## src/rtl/popcnt_accum.sv

```systemverilog
// popcnt_accum: snapshots an N-bit switch vector on a start edge, counts its
// set bits serially (one bit per clock) and folds the count, plus a bonus of
// one when the count exceeds THRESH, into a saturating accumulator.
//
// Handshake (valid/ready view): a start is offered by a rising edge on key[0];
// it is accepted only when busy is low and key[1] is low in the same cycle,
// otherwise it is dropped, never queued. busy stays high from the accepting
// edge until the result edge, where done pulses high for exactly one cycle
// together with the new ledr/rez/thr_event values.
//
// The threshold flag is named thr_event because 'event' is a reserved word.
module popcnt_accum #(
  parameter int N      = 10,
  parameter int ACC_W  = 10,
  parameter int THRESH = 3,
  localparam int CW    = $clog2(N + 1)
) (
  input  logic             clk,
  input  logic             reset,
  input  logic [N-1:0]     sw,
  input  logic [1:0]       key,
  output logic [ACC_W-1:0] ledr,
  output logic [CW-1:0]    rez,
  output logic             thr_event,
  output logic             busy,
  output logic             done,
  output logic             sat,
  output logic [1:0]       state_dbg
);

  localparam int IW = (N > 1) ? $clog2(N) : 1;
  localparam int SW = ACC_W + CW + 1;
  localparam logic [SW-1:0] ACC_MAX = {{(CW + 1){1'b0}}, {ACC_W{1'b1}}};
  localparam logic [IW-1:0] LAST_IDX = IW'(N - 1);

  typedef enum logic [1:0] {
    IDLE = 2'd0,
    SCAN = 2'd1,
    ADD  = 2'd2
  } state_t;

  state_t        state;
  logic          key0_q;
  logic [N-1:0]  snap;
  logic [IW-1:0] idx;
  logic [CW-1:0] cnt;
  logic          start;
  logic          bonus;
  logic [SW-1:0] sum;
  logic          clip;

  assign start     = key[0] & ~key0_q;
  assign busy      = (state != IDLE);
  assign state_dbg = state;

  // Accumulation arithmetic for the ADD step, wide enough that it never wraps.
  always_comb begin
    bonus = 1'b0;
    sum   = '0;
    clip  = 1'b0;
    bonus = (cnt > CW'(THRESH));
    sum   = SW'(ledr) + SW'(cnt) + SW'(bonus);
    clip  = (sum > ACC_MAX);
  end

  // Control FSM, bit counter and registered outputs; clear overrides all.
  always_ff @(posedge clk or negedge reset) begin
    if (!reset) begin
      state     <= IDLE;
      key0_q    <= 1'b0;
      snap      <= '0;
      idx       <= '0;
      cnt       <= '0;
      ledr      <= '0;
      rez       <= '0;
      thr_event <= 1'b0;
      done      <= 1'b0;
      sat       <= 1'b0;
    end else begin
      key0_q <= key[0];
      done   <= 1'b0;
      if (key[1]) begin
        state     <= IDLE;
        idx       <= '0;
        cnt       <= '0;
        ledr      <= '0;
        rez       <= '0;
        thr_event <= 1'b0;
        sat       <= 1'b0;
      end else begin
        case (state)
          IDLE: begin
            if (start) begin
              snap  <= sw;
              idx   <= '0;
              cnt   <= '0;
              state <= SCAN;
            end
          end
          SCAN: begin
            cnt <= cnt + CW'(snap[idx]);
            idx <= idx + IW'(1);
            if (idx == LAST_IDX) begin
              state <= ADD;
            end
          end
          ADD: begin
            ledr      <= clip ? ACC_MAX[ACC_W-1:0] : sum[ACC_W-1:0];
            sat       <= sat | clip;
            rez       <= cnt;
            thr_event <= bonus;
            done      <= 1'b1;
            state     <= IDLE;
          end
          default: state <= IDLE;
        endcase
      end
    end
  end

endmodule

```

## config.mk

```make
export PLATFORM = sky130hd
export DESIGN_NAME = popcnt_accum
export DESIGN_NICKNAME = d
export VERILOG_FILES = /design/src/rtl/popcnt_accum.sv
export SDC_FILE = /design/constraint.sdc
export NUM_CORES = 1
export LEC_CHECK = 0
export BUFFER_PORTS_ARGS = -buffer_cell sky130_fd_sc_hd__clkbuf_2
export CAP_MARGIN = 20
export CORE_MARGIN = 8
export CORE_UTILIZATION = 35
export CTS_BUF_LIST = sky130_fd_sc_hd__clkbuf_4
export CTS_CLUSTER_SIZE = 40
export DETAILED_ROUTE_END_ITERATION = 12
export GPL_TIMING_DRIVEN = 0
export PLACE_DENSITY = 0.55
export SETUP_SLACK_MARGIN = 0.2
export SYNTH_ARGS = -nofsm -noshare
export SYNTH_HDL_FRONTEND = slang
export SYNTH_SLANG_ARGS = --single-unit
```

## constraint.sdc

```tcl
create_clock -name clk -period 6.55 [get_ports clk]
set_clock_uncertainty 0.2 [all_clocks]
set_input_delay 1.6375 -clock clk [delete_from_list [all_inputs] [get_ports clk]]
set_output_delay 1.6375 -clock clk [all_outputs]
set_load 0.03 [all_outputs]
```

==> results_dict.tcl <==
set metrics [dict create \
    outcome "completed" \
    setup_viol 0 \
    dpl.hpwl_um 2880 \
    fin_util 0.427 \
    period_minus_slack_ns 3.08 \
    worstPathRequired_ns 4.71 \
    area_delta_synth_final_pct 18.7 \
    relSlewSlack 0.514 \
    leakage_nw 1.14 \
    worstPathCellList "or2_1 > clkbuf_2" \
    crit_slowest_cell "dfrtp_1" \
    cts_tree "yes" \
    ir_worst_vdd_v 0.000136 \
    powerDensity_mw_per_mm2 205 \
    min_from "snap[6]$_DFFE_PN0P_" \
    endpoint "busy" \
    htree_levels 2 \
    synth_ff_type "dfrtp_1" \
    gp_congestion 0.715 \
    end_kind "output pin" \
    dieArea_mm2 0.00823 \
    hold_viol_final 0 \
    ys_ff_latch 38 \
    io_pins 34 \
    ys.warnings.count 0 \
    viasPerCell 4.81 \
    clock_latency_ns 0.35 \
    drt-pass1-iter-count 4 \
    reg2reg_depth 9 \
    drv_slew 0 \
    dieHeight_um 90.7 \
    path_class "reg -> out" \
    timing.rr.end "ledr[8]$_DFFE_PN0P_" \
    fin_area_mm2 0.00232 \
    initial_core_util 0.359 \
    synth_area_per_cell_um2 11.1 \
    syn-num-nets 199 \
    worst_pin_slew_ns 0.724 \
    cap_violations 0 \
    routedWlPerCell_um 13.3 \
    root_buffer "clkbuf_4" \
    drive_above_1_share 0.289 \
    core_mm2 0.00544 \
    r2r_start "cnt[2]$_DFFE_PN0P_" \
    grt_pass1_vias 1402 \
    holdCritPathClass "reg -> reg" \
    fin_nets 240 \
    ant_nets 0 \
    vias 1396 \
    clk_path_buf_depth 2 \
    numCtsBuffers 5 \
    seq_area_frac_synth 0.487 \
    grt_pass1_wl_um 6800 \
    fmax_mhz 325 \
    critPathArrivalTime_ns 1.24 \
    clkSlewWorstSetupHoldPaths_ns 0.11 \
    clock-sinks 38 \
    ctsHoldBuffers 0 \
    grt_max_degree 39 \
    cts_setup_buffers 0 \
    die_w_um 90.7 \
    io_buffer_count 33 \
    drtIter0Drc 36 \
    r2r_setup_slack_ns 3.95 \
    syn_area_mm2 0.00195 \
    stdcell_count 290 \
    antenna_found_initial 0 \
    cp_max_fo 7 \
    grt_usage 0.102 \
    fin_setup_tns_ns 0 \
    netlist_instances 176 \
    post-route-drc-count 0 \
    rsz0062_at_grt "no" \
    synth.distinct_cells 40 \
    synth-edff-count 0 \
    cp-start-kind "register" \
    placedCellCount 281 \
    worstSetupStartpoint "state_dbg[1]$_DFFE_PN0P_" \
    diodes 0 \
    async_flop_share 1.00 \
    overflow 0 \
    rows 27 \
    cts_resized 0 \
    wirelength_um 3870 \
    slowest_delay_ns 0.45 \
    place_area_mm2 0.00221 \
    period_share 0.470 \
]
==> flip-flops by register name, summed over array words and instances (netlist names) <==
register / count
cnt: 4
done: 1
idx: 4
key0_q: 1
ledr: 10
rez: 4
sat: 1
snap: 10
state_dbg: 2
thr_event: 1
==> power by group <==
group          internal (mW)  switching [mW]
Combinational         0.0248          0.0250
Sequential             0.250         0.00849
Clock                 0.0893          0.0765
Total                  0.365           0.110
==> through the flow <==
stage	setup slack, ns	power [mW]	hold slack [ns]
after floorplan	3.81	0.294	0.252
after global placement	3.57	0.312	0.263
after detailed placement	3.54	0.313	0.273
after CTS	3.45	0.483	0.301
after global routing	3.40	0.498	0.317
final	3.47	0.475	0.293
==> layer usage <==
metal | up-vias | GRT usage | routed length (µm)
li1 | 707 | - | -
met1 | 650 | 0.125 | 1790
met2 | 32 | 0.157 | 1780
met3 | 7 | 0.0407 | 243
met4 | 0 | 0.0374 | 59
met5 | - | 0 | 0
==> cell type report <==
class / instances / area (µm²)
Fill cell: 535 / 3120
Sequential cell: 38 / 951
Multi-Input combinational cell: 125 / 942
Timing Repair Buffer: 34 / 193
Tap cell: 72 / 90.1
Clock buffer: 7 / 52.6
Buffer: 7 / 38.8
Clock inverter: 1 / 30.0
Inverter: 6 / 22.5
==> cells in the final DEF, fill, tap and decap left out, types with 2 or more instances in the layout <==
cell type,netlist,routed
and3_4,2,2
or2_1,2,2
nand2_1,19,19
nor2_1,10,10
o21ai_0,11,11
a22o_1,2,2
or3_1,2,2
a211oi_1,3,3
inv_1,6,6
mux2_1,9,9
mux2i_1,3,3
a21oi_1,6,6
mux4_2,2,2
nor2b_1,3,3
ha_1,7,7
nand3_1,5,5
dfrtp_1,38,38
xnor2_1,2,2
clkbuf_2,0,33
clkbuf_1,4,4
a31oi_1,3,3
nor3_1,5,5
fa_1,2,2
o21ai_2,9,9
o21ai_1,3,3
clkbuf_4,0,7
xor2_1,3,3
==> worst max-delay path: cells and delay by family, from the launching register on <==
| kind | cells | cell delay, ns |
|---|---|---|
| AND/OR/NAND/NOR | 1 | 0.26 |
| buffers and inverters | 1 | 0.19 |
| flip-flops | 1 | 0.45 |
==> how the worst min path moves through the flow <==
stage	to	slack, ns	cells past startpoint
3_5_place_dp	snap[6]$_DFFE_PN0P_	0.27	1
2_1_floorplan	snap[2]$_DFFE_PN0P_	0.25	1
4_1_cts	snap[6]$_DFFE_PN0P_	0.30	1
3_3_place_gp	snap[2]$_DFFE_PN0P_	0.26	1
5_1_grt	snap[3]$_DFFE_PN0P_	0.32	1
6_report	snap[6]$_DFFE_PN0P_	0.29	1
==> logic make-up after synthesis <==
family / count (synthesis) / synth area share
AND/OR/NAND/NOR: 54 / 0.151
AO/OA/AOI/OAI: 42 / 0.147
flip-flops: 38 / 0.487
multiplexers: 15 / 0.0960
buffers and inverters: 13 / 0.0314
adder cells (fa/ha/maj): 9 / 0.0653
XOR/XNOR: 5 / 0.0224
==> Yosys cell counts, types with 4 or more instances <==
cell type,instances,share of area
nand3_1,5,0.013
nand2_1,19,0.036
nor2_1,10,0.019
o21ai_0,11,0.028
a21oi_1,6,0.015
nor3_1,5,0.013
ha_1,7,0.045
mux2_1,9,0.052
inv_1,6,0.012
o21ai_2,9,0.040
dfrtp_1,38,0.49
clkbuf_1,4,0.0077
No activity file was read; power rests on OpenSTA's default activity.
